--- src/rtl/system86_bus_pkg.sv ---
// Shared definitions for the System 86 time-multiplexed bus responder:
// phase encodings, decode regions, bus widths and pipeline depth.
package system86_bus_pkg;

  localparam int unsigned ADDR_W     = 13;
  localparam int unsigned RAM_AW     = 12;
  localparam int unsigned DATA_W     = 8;
  localparam int unsigned PIPE_DEPTH = 2;

  localparam logic [DATA_W-1:0] OPEN_BUS = '1;

  typedef enum logic [1:0] {
    PH_MAIN = 2'd0,
    PH_REL1 = 2'd1,
    PH_SUB  = 2'd2,
    PH_REL3 = 2'd3
  } phase_e;

  typedef enum logic [1:0] {
    RGN_RAM0  = 2'd0,
    RGN_RAM1  = 2'd1,
    RGN_LATCH = 2'd2
  } region_e;

  // Any latch strobe low wins over the RAM decode.
  function automatic region_e decode_region(input logic a_top, input logic nl0, input logic nl1);
    if (!nl0 || !nl1) return RGN_LATCH;
    return a_top ? RGN_RAM1 : RGN_RAM0;
  endfunction

endpackage

--- src/rtl/shared_bus_responder_if.sv ---
// Shared bus, RAM port and result signals of the responder.
interface shared_bus_responder_if;
  import system86_bus_pkg::*;

  logic [ADDR_W-1:0] A;
  logic              RnW;
  logic              nLATCH0;
  logic              nLATCH1;
  logic [DATA_W-1:0] D;
  logic [DATA_W-1:0] RAM_Q;

  logic [RAM_AW-1:0] RAM_A;
  logic              RAM_WE;
  logic [DATA_W-1:0] RAM_D;
  logic              RAM_SEL;
  logic [1:0]        PHASE;
  logic [DATA_W-1:0] MDO;
  logic [DATA_W-1:0] SDO;
  logic              MVALID;
  logic              SVALID;
  logic [DATA_W-1:0] LATCH0_Q;
  logic [DATA_W-1:0] LATCH1_Q;

  modport master (
    output A, RnW, nLATCH0, nLATCH1, D, RAM_Q,
    input  RAM_A, RAM_WE, RAM_D, RAM_SEL, PHASE, MDO, SDO, MVALID, SVALID, LATCH0_Q, LATCH1_Q
  );

  modport slave (
    input  A, RnW, nLATCH0, nLATCH1, D, RAM_Q,
    output RAM_A, RAM_WE, RAM_D, RAM_SEL, PHASE, MDO, SDO, MVALID, SVALID, LATCH0_Q, LATCH1_Q
  );

endinterface

--- src/rtl/bus_phase_counter.sv ---
// Free-running 4-phase bus slot counter; nresync_i low forces phase 0 on the next edge.
module bus_phase_counter
  import system86_bus_pkg::*;
(
  input  logic   clk_i,
  input  logic   rst_i,
  input  logic   nresync_i,
  output phase_e phase_o
);

  phase_e phase_q, phase_d;

  always_comb begin
    phase_d = phase_e'(phase_q + 2'd1);
    if (!nresync_i) phase_d = PH_MAIN;
  end

  always_ff @(posedge clk_i or posedge rst_i) begin
    if (rst_i) phase_q <= PH_MAIN;
    else       phase_q <= phase_d;
  end

  assign phase_o = phase_q;

endmodule

--- src/rtl/shared_bus_responder.sv ---
// Shared-RAM / latch responder for the main and sub masters on the multiplexed bus.
// Latch readback is compiled in only with SHARED_BUS_LATCH_READBACK_EN defined.
module shared_bus_responder
  import system86_bus_pkg::*;
(
  input  logic CLK_6M,
  input  logic rst,
  input  logic nRESYNC,
  shared_bus_responder_if.slave bus
);

  phase_e  ph;
  region_e rgn;
  logic    cap;
  logic [DATA_W-1:0] rd_data;

  logic [PIPE_DEPTH-1:0] vld_q, vld_d;
  logic s1_sub_q, s1_sub_d, s1_rnw_q, s1_rnw_d, s1_l0_q, s1_l0_d, s1_l1_q, s1_l1_d;
  logic [DATA_W-1:0] s1_dat_q, s1_dat_d;
  logic s2_sub_q, s2_sub_d, s2_lat_q, s2_lat_d;
`ifdef SHARED_BUS_LATCH_READBACK_EN
  logic s2_l0_q, s2_l0_d;
`endif

  logic [RAM_AW-1:0] ram_a_q, ram_a_d;
  logic              ram_sel_q, ram_sel_d, ram_we_q, ram_we_d;
  logic [DATA_W-1:0] ram_d_q, ram_d_d;
  logic [DATA_W-1:0] mdo_q, mdo_d, sdo_q, sdo_d, lat0_q, lat0_d, lat1_q, lat1_d;
  logic              mval_q, mval_d, sval_q, sval_d;

  bus_phase_counter u_phase (
    .clk_i     (CLK_6M),
    .rst_i     (rst),
    .nresync_i (nRESYNC),
    .phase_o   (ph)
  );

  always_comb begin
    rgn      = decode_region(bus.A[ADDR_W-1], bus.nLATCH0, bus.nLATCH1);
    cap      = ((ph == PH_MAIN) || (ph == PH_SUB)) && nRESYNC;
    rd_data  = bus.RAM_Q;
    vld_d    = '0;
    s1_sub_d = s1_sub_q;
    s1_rnw_d = s1_rnw_q;
    s1_l0_d  = s1_l0_q;
    s1_l1_d  = s1_l1_q;
    s1_dat_d = s1_dat_q;
    s2_sub_d = s2_sub_q;
    s2_lat_d = s2_lat_q;
`ifdef SHARED_BUS_LATCH_READBACK_EN
    s2_l0_d  = s2_l0_q;
`endif
    ram_a_d   = ram_a_q;
    ram_sel_d = ram_sel_q;
    ram_d_d   = ram_d_q;
    ram_we_d  = 1'b0;
    mdo_d     = mdo_q;
    sdo_d     = sdo_q;
    mval_d    = 1'b0;
    sval_d    = 1'b0;
    lat0_d    = lat0_q;
    lat1_d    = lat1_q;

    if (cap) begin
      vld_d[0] = 1'b1;
      s1_sub_d = (ph == PH_SUB);
      s1_rnw_d = bus.RnW;
      s1_l0_d  = !bus.nLATCH0;
      s1_l1_d  = !bus.nLATCH1;
      s1_dat_d = bus.D;
      if (rgn != RGN_LATCH) begin
        ram_a_d   = bus.A[RAM_AW-1:0];
        ram_sel_d = (rgn == RGN_RAM1);
        ram_d_d   = bus.D;
        ram_we_d  = !bus.RnW;
      end
    end

    // A low nRESYNC kills both stages, so nothing in flight retires.
    if (nRESYNC && vld_q[0]) begin
      if (s1_rnw_q) begin
        vld_d[1] = 1'b1;
        s2_sub_d = s1_sub_q;
        s2_lat_d = s1_l0_q || s1_l1_q;
`ifdef SHARED_BUS_LATCH_READBACK_EN
        s2_l0_d  = s1_l0_q;
`endif
      end else begin
        if (s1_l0_q) lat0_d = s1_dat_q;
        if (s1_l1_q) lat1_d = s1_dat_q;
      end
    end

    if (nRESYNC && vld_q[1]) begin
      if (s2_lat_q) begin
`ifdef SHARED_BUS_LATCH_READBACK_EN
        rd_data = s2_l0_q ? lat0_q : lat1_q;
`else
        rd_data = OPEN_BUS;
`endif
      end
      if (s2_sub_q) begin
        sdo_d  = rd_data;
        sval_d = 1'b1;
      end else begin
        mdo_d  = rd_data;
        mval_d = 1'b1;
      end
    end
  end

  always_ff @(posedge CLK_6M or posedge rst) begin
    if (rst) begin
      vld_q     <= '0;
      s1_sub_q  <= 1'b0;
      s1_rnw_q  <= 1'b0;
      s1_l0_q   <= 1'b0;
      s1_l1_q   <= 1'b0;
      s1_dat_q  <= '0;
      s2_sub_q  <= 1'b0;
      s2_lat_q  <= 1'b0;
`ifdef SHARED_BUS_LATCH_READBACK_EN
      s2_l0_q   <= 1'b0;
`endif
      ram_a_q   <= '0;
      ram_sel_q <= 1'b0;
      ram_d_q   <= '0;
      ram_we_q  <= 1'b0;
      mdo_q     <= '0;
      sdo_q     <= '0;
      mval_q    <= 1'b0;
      sval_q    <= 1'b0;
      lat0_q    <= '0;
      lat1_q    <= '0;
    end else begin
      vld_q     <= vld_d;
      s1_sub_q  <= s1_sub_d;
      s1_rnw_q  <= s1_rnw_d;
      s1_l0_q   <= s1_l0_d;
      s1_l1_q   <= s1_l1_d;
      s1_dat_q  <= s1_dat_d;
      s2_sub_q  <= s2_sub_d;
      s2_lat_q  <= s2_lat_d;
`ifdef SHARED_BUS_LATCH_READBACK_EN
      s2_l0_q   <= s2_l0_d;
`endif
      ram_a_q   <= ram_a_d;
      ram_sel_q <= ram_sel_d;
      ram_d_q   <= ram_d_d;
      ram_we_q  <= ram_we_d;
      mdo_q     <= mdo_d;
      sdo_q     <= sdo_d;
      mval_q    <= mval_d;
      sval_q    <= sval_d;
      lat0_q    <= lat0_d;
      lat1_q    <= lat1_d;
    end
  end

  assign bus.PHASE    = ph;
  assign bus.RAM_A    = ram_a_q;
  assign bus.RAM_SEL  = ram_sel_q;
  assign bus.RAM_D    = ram_d_q;
  assign bus.RAM_WE   = ram_we_q;
  assign bus.MDO      = mdo_q;
  assign bus.SDO      = sdo_q;
  assign bus.MVALID   = mval_q;
  assign bus.SVALID   = sval_q;
  assign bus.LATCH0_Q = lat0_q;
  assign bus.LATCH1_Q = lat1_q;

endmodule

--- src/flat_wrapper.sv ---
// flat-port wrapper written by rule: the top's interface ports become plain ports
module shared_bus_responder_flat import system86_bus_pkg::*;
  (CLK_6M, rst, nRESYNC, bus_A, bus_RnW, bus_nLATCH0, bus_nLATCH1, bus_D, bus_RAM_Q, bus_RAM_A, bus_RAM_WE, bus_RAM_D, bus_RAM_SEL, bus_PHASE, bus_MDO, bus_SDO, bus_MVALID, bus_SVALID, bus_LATCH0_Q, bus_LATCH1_Q);
  shared_bus_responder_if bus_i ();
  input  logic CLK_6M;
  input  logic rst;
  input  logic nRESYNC;
  input wire logic [$bits(bus_i.A)-1:0] bus_A;
  input wire logic [$bits(bus_i.RnW)-1:0] bus_RnW;
  input wire logic [$bits(bus_i.nLATCH0)-1:0] bus_nLATCH0;
  input wire logic [$bits(bus_i.nLATCH1)-1:0] bus_nLATCH1;
  input wire logic [$bits(bus_i.D)-1:0] bus_D;
  input wire logic [$bits(bus_i.RAM_Q)-1:0] bus_RAM_Q;
  output wire logic [$bits(bus_i.RAM_A)-1:0] bus_RAM_A;
  output wire logic [$bits(bus_i.RAM_WE)-1:0] bus_RAM_WE;
  output wire logic [$bits(bus_i.RAM_D)-1:0] bus_RAM_D;
  output wire logic [$bits(bus_i.RAM_SEL)-1:0] bus_RAM_SEL;
  output wire logic [$bits(bus_i.PHASE)-1:0] bus_PHASE;
  output wire logic [$bits(bus_i.MDO)-1:0] bus_MDO;
  output wire logic [$bits(bus_i.SDO)-1:0] bus_SDO;
  output wire logic [$bits(bus_i.MVALID)-1:0] bus_MVALID;
  output wire logic [$bits(bus_i.SVALID)-1:0] bus_SVALID;
  output wire logic [$bits(bus_i.LATCH0_Q)-1:0] bus_LATCH0_Q;
  output wire logic [$bits(bus_i.LATCH1_Q)-1:0] bus_LATCH1_Q;
  assign bus_i.A = bus_A;
  assign bus_i.RnW = bus_RnW;
  assign bus_i.nLATCH0 = bus_nLATCH0;
  assign bus_i.nLATCH1 = bus_nLATCH1;
  assign bus_i.D = bus_D;
  assign bus_i.RAM_Q = bus_RAM_Q;
  assign bus_RAM_A = bus_i.RAM_A;
  assign bus_RAM_WE = bus_i.RAM_WE;
  assign bus_RAM_D = bus_i.RAM_D;
  assign bus_RAM_SEL = bus_i.RAM_SEL;
  assign bus_PHASE = bus_i.PHASE;
  assign bus_MDO = bus_i.MDO;
  assign bus_SDO = bus_i.SDO;
  assign bus_MVALID = bus_i.MVALID;
  assign bus_SVALID = bus_i.SVALID;
  assign bus_LATCH0_Q = bus_i.LATCH0_Q;
  assign bus_LATCH1_Q = bus_i.LATCH1_Q;
  shared_bus_responder u_core (.CLK_6M(CLK_6M), .rst(rst), .nRESYNC(nRESYNC), .bus(bus_i));
endmodule
--- config.mk ---
export PLATFORM = sky130hd
export DESIGN_NAME = shared_bus_responder_flat
export DESIGN_NICKNAME = d
export VERILOG_FILES = /design/src/rtl/system86_bus_pkg.sv /design/src/rtl/shared_bus_responder_if.sv /design/src/rtl/bus_phase_counter.sv /design/src/rtl/shared_bus_responder.sv /design/src/flat_wrapper.sv
export SDC_FILE = /design/constraint.sdc
export NUM_CORES = 1
export LEC_CHECK = 0
export CORE_MARGIN = 1
export CORE_UTILIZATION = 48
export CTS_BUF_LIST = sky130_fd_sc_hd__clkbuf_8
export CTS_CLUSTER_SIZE = 40
export DETAILED_ROUTE_END_ITERATION = 8
export GPL_TIMING_DRIVEN = 0
export MAX_ROUTING_LAYER = met4
export PLACE_DENSITY = 0.82
export SLEW_MARGIN = 10
export SYNTH_ARGS = -nofsm -noshare
export SYNTH_HDL_FRONTEND = slang
export SYNTH_SLANG_ARGS = --single-unit
--- constraint.sdc ---
create_clock -name CLK_6M -period 3.12 [get_ports CLK_6M]
set_input_delay 0.468 -clock CLK_6M [delete_from_list [all_inputs] [get_ports CLK_6M]]
set_output_delay 0.468 -clock CLK_6M [all_outputs]
set_load 0.005 [all_outputs]
==> Yosys cells after proc, flatten, opt, wreduce, memory -nomap -nowiden <==
Index checks and enable logic that the tools add are counted.
{ "totals": {"inputBits": 35, "regBits": 74} }
{ "classes": {"reduce_logical": 16, "n_eq_ne": 3, "add_sub_neg": 1, "muxes": 15, "n_bitwise": 2} }
{ "op_table": {"columns": ["cell", "count"], "rows": [
  ["$mux W1", 11],
  ["$mux W8", 1],
  ["$reduce_and A2 Y1", 4],
  ["$mux W2", 3],
  ["$reduce_and A3 Y1", 2],
  ["$logic_and A1 B1 Y1", 3],
  ["$logic_not A1 Y1", 3],
  ["$logic_or A1 B1 Y1", 3],
  ["$add A2 B1 Y2 const B", 1],
  ["$eq A2 B1 Y1 const B", 1],
  ["$eq A2 B2 Y1 const B", 1],
  ["$logic_not A2 Y1", 1],
  ["$ne A2 B2 Y1 const B", 1],
  ["$not A1 Y1", 2]
]} }

==> Depth between registers and ports, before layout <==
Gate-level depths: netlist (run 1).
{ "depth": {"ltp_word": 7, "mapped_depth": 4, "depth_no_buf": 3} }

==> By module <==
A second synthesis (run 1) with hierarchy kept.
{ "hier_totals": {"cells_unflattened": 191, "area_unflattened_um2": 2935.3} }
{ "by_module_without_submodules": {"columns": ["module", "area_each_um2", "instances", "cells_per_inst"], "rows": [
  ["shared_bus_responder", 2857.7, 1, 185],
  ["bus_phase_counter", 77.6, 1, 6]
]} }

==> Worst setup path after synthesis (run 1) <==
No wires, ideal clock.
{ "synth_path": {"path_type": "input to register", "startpoint": "input port nRESYNC", "endpoint": "register u_core.s1_dat_q[0]", "path_slack_ps": 1742, "setup_time_ps": 125, "path_stages": 4, "arrival_time_ps": 1253, "t_required_ps": 2995, "path_buffers": 2, "path_cell_list": "buf_6 > nor2b_4 > buf_4 > mux2_2"} }
{ "synth_between": {"elab_chain_cells": 1} }
{ "synth_lines": {"columns": ["element", "line_no", "rtl"], "rows": [
  ["from (decl)", "flat_wrapper.sv:7", "input logic nRESYNC;"],
  ["$logic_and A1 B1 Y1", "shared_bus_responder.sv:40", "cap = ((ph == PH_MAIN) || (ph == PH_SUB)) && nRESYNC;"],
  ["named net u_core.cap", "shared_bus_responder.sv:14", "logic cap;"],
  ["to (signal assigned)", "shared_bus_responder.sv:141", "s1_dat_q <= s1_dat_d;"],
  ["to (decl)", "shared_bus_responder.sv:19", "logic [DATA_W-1:0] s1_dat_q, s1_dat_d;"]
]} }
The timed path passes the listed nets, and every way through them passes these cells.
A chain may end at the register's enable or synchronous reset.

==> Worst setup path after layout (run 1) <==
{ "layout_path": {"startpoint": "register u_core.u_phase.phase_q[0], in the netlist u_core.u_phase.phase_o[0]", "endpoint": "output port bus_PHASE[0]"} }
{ "layout_rtl": {"columns": ["element", "line_no", "rtl"], "rows": [
  ["from (decl)", "bus_phase_counter.sv:11", "phase_e phase_q, phase_d;"],
  ["from (signal assigned)", "bus_phase_counter.sv:20", "else phase_q <= phase_d;"],
  ["to (decl)", "flat_wrapper.sv:18", "output wire logic [$bits(bus_i.PHASE)-1:0] bus_PHASE;"]
]} }
No word-level cell between the ends.

==> impl_metrics.yaml, run 1 <==
place:
  place.port_buffers: 91
  dp_hpwl_um: 3870
  gp_congestion: 0.728
hold_path:
  hold_start: "nRESYNC"
  hp-class: "in2reg"
  hold_depth: 2
  min_to: "u_core.u_phase.phase_o[1]"
timing:
  finalSetupViolCount: 0
  relSlewSlack: 0.745
  max_freq_mhz: 559
  slew_viol_final: 0
  period_minus_slack_ps: 1790
  rsz0062_at_grt: "false"
  tightestPinTransition_ps: 382
  skew_ps: 6.76
  hold_viol_final: 0
  fin_crit_sh: 0.573
status:
  status: "finished clean"
floorplanning:
  rows: 27
  ios: 93
  die_area_um2: 6360
  core_um2: 5680
  initial_core_util: 0.511
  die_w_um: 79.8
  die-height_um: 79.8
pwr:
  leakagePower_nw: 1.86
  clkPwrFrac: 0.208
  seqPwrFrac: 0.466
  internal_power_mw: 2.23
  ir_drop_mv: 0.434
  switching_share: 0.246
  power_switching_uw: 728
  power_density_nw_per_um2: 723
  fin_total_pwr_mw: 2.96
  combPwrFrac: 0.326
setup_path:
  worstSetupStartpointType: "flip-flop"
  arrival_ps: 1320
  crit_type: "reg2out"
  critPathMaxFanout: 2
  worstPathCellList: "buf_4 > clkdlybuf4s50_1"
  required_ps: 2650
  cp_slowest_stage_delay_ps: 510
  r2r.worst_path.cells: 4
  r2r_setup_slack_ps: 1730
  r2r-start: "u_core.u_phase.phase_o[0]"
  r2r-end: "u_core.s1_dat_q[2]"
  critPathBufInv: 2
  cpLargestDelayFamily: "buffers and inverters"
  critPathCaptureType: "primary output"
  critical_path.slowest_cell: "clkdlybuf4s50_1"
finish:
  num_antenna_cells: 0
  layout_commonest_cell: "clkdlybuf4s50_1"
  nets: 310
  fin_util: 0.720
  drive_gt1_frac: 0.356
  final_cell_mix: "clkdlybuf4s50_1, dfrtp_1, mux2_2"
  syn_to_final_growth_pct: 40.9
drt:
  wirelength_um: 5620
  antenna_left: 0
  drt_first_pass_iters: 3
  avgViaCountPerCell: 4.99
  first_iter_violations: 65
  drc: 0
  via_count: 1747
  wl_per_cell_um: 16.1
logic_synthesis:
  syn_nets: 207
  syn_avg_cell_area_um2: 17.0
  syn_inst: 171
  yosysSeqAreaShare: 0.629
  synth-seq-cells: 73
  yosysUniqueCellTypes: 17
  synthesis.area_um2: 2900
  yosysWarnings: 0
grt:
  grt_pass1_wl_um: 9140
  grt_max_degree: 45
  grt_overflow: 0
  grt_pass1_vias: 1819
  antenna_found_initial: 0
  gr-usage-all-layers: 0.203
run:
  cap_viol_max_count: 0
clock_network:
  clock_tree.root_cell: "clkbuf_8"
  numCtsBuffers: 9
  cts_resized: 0
  clk_pin_slew_ps: 70
  cts_max_path_buffers: 2
  htreeDepth: 3
  cts_sinks: 73
  cts_tree: "done"
  post-cts-setup-buffers: 0
  hold_buffers: 0
  clk_latency_ps: 340
[power groups by stage]
stage / Combinational [mW] / Clock [mW] / Sequential, mW
2_1_floorplan: 0.340 / 0 / 1.40
3_3_place_gp: 0.947 / 0 / 1.38
3_5_place_dp: 0.972 / 0 / 1.39
4_1_cts: 0.979 / 0.632 / 1.38
5_1_grt: 1.04 / 0.678 / 1.42
6_report: 0.964 / 0.614 / 1.38
[through the flow]
| step | setup TNS (ps) | hold slack (ps) | cell area (um2) | std cells | worst slack (ps) |
|---|---|---|---|---|---|
| after floorplan | 0 | 475 | 2900 | 171 | 799 |
| after global placement | -26540 | 488 | 3900 | 334 | -366 |
| after detailed placement | 0 | 494 | 3930 | 335 | 1300 |
| after CTS | 0 | 396 | 4090 | 350 | 1310 |
| after global routing | 0 | 403 | 4090 | 350 | 1290 |
| final | 0 | 410 | 4090 | 350 | 1330 |
[worst register-to-register path, delay by kind of cell, from the launching register on]
family,cells,cell delay (ps)
buffers and inverters,2,360
flip-flops,1,390
AND/OR/NAND/NOR,1,160
multiplexers,1,360
[sequential cells by signal (all words and copies together) (netlist names), 2 cells and up]
register	flops
u_core.bus.RAM_D	8
u_core.bus.LATCH0_Q	8
u_core.bus.LATCH1_Q	8
u_core.bus.RAM_A	12
u_core.bus.MDO	8
u_core.u_phase.phase_o	2
u_core.bus.SDO	8
u_core.s1_dat_q	8
[Yosys cell counts]
library cell | n | share of area
dfrtp_1 | 73 | 0.63
mux2_2 | 45 | 0.17
mux2_4 | 19 | 0.098
or2_2 | 8 | 0.017
buf_4 | 4 | 0.010
buf_6 | 4 | 0.016
inv_1 | 4 | 0.0052
a31oi_1 | 2 | 0.0043
and3_1 | 2 | 0.0043
mux2i_1 | 2 | 0.0069
nand4b_2 | 2 | 0.010
and3b_1 | 1 | 0.0030
ha_1 | 1 | 0.0043
nand4b_4 | 1 | 0.0082
nor2_1 | 1 | 0.0013
nor2b_1 | 1 | 0.0022
nor2b_4 | 1 | 0.0047
[area by class of cell]
type                    instances  area [um2]
well taps                      72        90.1
flip-flops and latches         73        1830
repair buffers                 92         931
fillers                       369        1590
plain buffers                   8        75.1
clock inverters                 5        25.0
multi-input cells              86         986
inverters                       4        17.5
clock buffers                  10         138
[cell families (layout without fill, tap and decap cells)]
kind of cell	count (synthesis)	after routing	synth area share
buf+inv	12	119	0.0310
simple gates	17	17	0.0513
fa+ha+maj	1	1	0.00431
flops	73	73	0.629
compound gates	2	2	0.00431
mux	66	66	0.280
[worst max path at each step]
| stage | start | endpoint | slack [ps] | cells past startpoint |
|---|---|---|---|---|
| global placement | rst | u_core.bus.LATCH1_Q[1] | -370 | 2 |
| CTS | u_core.u_phase.phase_o[0] | bus_PHASE[0] | 1310 | 2 |
| detailed placement | bus_nLATCH0 | u_core.bus.RAM_A[1] | 1300 | 4 |
| finish | u_core.u_phase.phase_o[0] | bus_PHASE[0] | 1330 | 2 |
| floorplan | rst | u_core.bus.LATCH0_Q[0] | 800 | 1 |
| global route | u_core.u_phase.phase_o[0] | bus_PHASE[0] | 1290 | 2 |
[routing by layer]
| metal | track usage | part of all wire | vias up |
|---|---|---|---|
| li1 | - | - | 808 |
| met4 | 0.0982 | 0.024 | 0 |
| met3 | 0.0514 | 0.067 | 12 |
| met5 | - | 0 | - |
| met1 | 0.259 | 0.45 | 861 |
| met2 | 0.303 | 0.46 | 66 |
(Power assumes the default switching activity.)
==> run 2, diff against run 1 <==
==> constraint.sdc (replaced) <==
create_clock -name CLK_6M -period 1.8 [get_ports CLK_6M]
set_input_delay 0.27 -clock CLK_6M [delete_from_list [all_inputs] [get_ports CLK_6M]]
set_output_delay 0.27 -clock CLK_6M [all_outputs]
set_load 0.005 [all_outputs]
==> run 2 against run 1 <==
  * Sequential cell count stayed put
  * Clock power is 110% higher
  * Non-clock buffer count is 1 higher
  * Setup slack worse by 1100 ps
  * Via count is 0.92% higher
  * Wire length is 4.8% higher
  * Utilization is 1.2 points higher
  * Clock skew is 1.5 ps higher
  * Total power is 82% higher
  * Critical endpoint unchanged
  * Largest cell class unchanged
==> impl_metrics.yaml, run 2 (synthesis gave the netlist of run 1 again) <==
clock_network:
  post-cts-setup-buffers: 0
  clk_pin_slew_ps: 80
  clk_latency_ps: 330
  hold_buffers: 0
  cts_max_path_buffers: 2
  cts_sinks: 73
  numCtsBuffers: 9
  clock_tree.root_cell: "clkbuf_8"
  htreeDepth: 3
  cts_tree: "done"
  cts_resized: 0
grt:
  grt_pass1_wl_um: 9340
  antenna_found_initial: 0
  grt_overflow: 0
  grt_max_degree: 33
  gr-usage-all-layers: 0.208
  grt_pass1_vias: 1890
finish:
  final.fill_count: 358
  layout_commonest_cell: "clkdlybuf4s50_1"
  final_cell_mix: "clkdlybuf4s50_1, dfrtp_1, mux2_2"
  final_area_um2: 4160
  nets: 311
  largest_reg_flops: 12
  syn_to_final_growth_pct: 43.3
  num_antenna_cells: 0
  drive_gt1_frac: 0.366
floorplanning:
  die_area_um2: 6360
  ios: 93
  rows: 27
  core_um2: 5680
  die_w_um: 79.8
  die-height_um: 79.8
  initial_core_util: 0.511
drt:
  drt_first_pass_iters: 3
  avgViaCountPerCell: 5.02
  drc: 0
  first_iter_violations: 60
  wirelength_um: 5890
  via_count: 1763
  wl_per_cell_um: 16.8
  antenna_left: 0
setup_path:
  r2r-start: "u_core.u_phase.phase_o[0]"
  critPathCaptureType: "primary output"
  critPathLaunch: "u_core.u_phase.phase_o[0]"
  critPathMaxFanout: 2
  worstSetupStartpointType: "flip-flop"
  crit_type: "reg2out"
  arrival_ps: 1320
  required_ps: 1530
pwr:
  fin_total_pwr_mw: 5.38
  power_density_nw_per_um2: 1290
  ir_drop_mv: 0.786
  leakagePower_nw: 1.89
timing:
  rsz0062_at_grt: "false"
  skew_ps: 8.21
  relSlewSlack: 0.650
  tightestPinTransition_ps: 524
  slew_viol_final: 0
  finalSetupViolCount: 0
  period_minus_slack_ps: 1590
  hold_viol_final: 0
  holdWs_ps: 220
  fin_crit_sh: 0.885
  max_freq_mhz: 628
run:
  cap_viol_max_count: 0
hold_path:
  hp-class: "in2reg"
  hold_start: "nRESYNC"
place:
  place.port_buffers: 91
  gp_congestion: 0.715
  placedInstanceArea_um2: 3960
  dp_hpwl_um: 4210
status:
  status: "finished clean"
## run 2: cell types whose count changed in the layout (fill, tap and decap cells not counted), sizes merged
cell	delta
inv	-3
buf	+1
clkinv	+1
bufinv	+1
clkbuf	+1
## run 2: power breakdown
| group | switching [mW] | internal (mW) | total (mW) | leakage (nW) |
|---|---|---|---|---|
| clock | 0.595 | 0.711 | 1.31 | 0.105 |
| combinational | 0.455 | 1.23 | 1.68 | 0.896 |
| sequential | 0.267 | 2.12 | 2.39 | 0.884 |
## run 2: final timing paths
path | endpoint | slack [ps] | cells past startpoint
max | bus_PHASE[0] | 210 | 2
min | u_core.u_phase.phase_o[1] | 220 | 2
max reg2reg | u_core.s1_rnw_q | 420 | 4
min reg2reg | u_core.bus.SDO[5] | 510 | 1
max in group asynchronous | u_core.s1_sub_q | 930 | 3
min in group asynchronous | u_core.bus.RAM_A[11] | 330 | 2
## run 2: critical path: stages, from the launching register on
cell             delay [ps]
dfrtp_1                 370
buf_4                   110
clkdlybuf4s50_1         510
## run 2: layer usage
layer  vias to the layer above  GRT usage  share of wire
met5                         -          -              0
met2                        63      0.332           0.48
met1                       889      0.244           0.44
li1                        801          -              -
met3                        10     0.0526          0.065
met4                         0      0.107          0.021
## run 2: final cells by class
type / count / area [um2] / area share
buffer: 8 / 75.1 / 0.0181
clock buffer: 11 / 151 / 0.0364
clock inverter: 4 / 52.6 / 0.0126
inverter: 4 / 18.8 / 0.00451
multi-input combinational: 86 / 986 / 0.237
sequential: 73 / 1830 / 0.439
tap: 72 / 90.1 / 0.0217
timing repair buffer: 93 / 958 / 0.230
## run 2: through the flow
stage / setup TNS (ps) / cells / utilization / worst slack [ps]
finish: 0 / 351 / 0.733 / 207
global route: 0 / 351 / 0.733 / 135
CTS: 0 / 351 / 0.733 / 179
detailed placement: 0 / 336 / 0.697 / 205
global placement: -9720 / 334 / 0.688 / -136
floorplan: 0 / 171 / - / 526
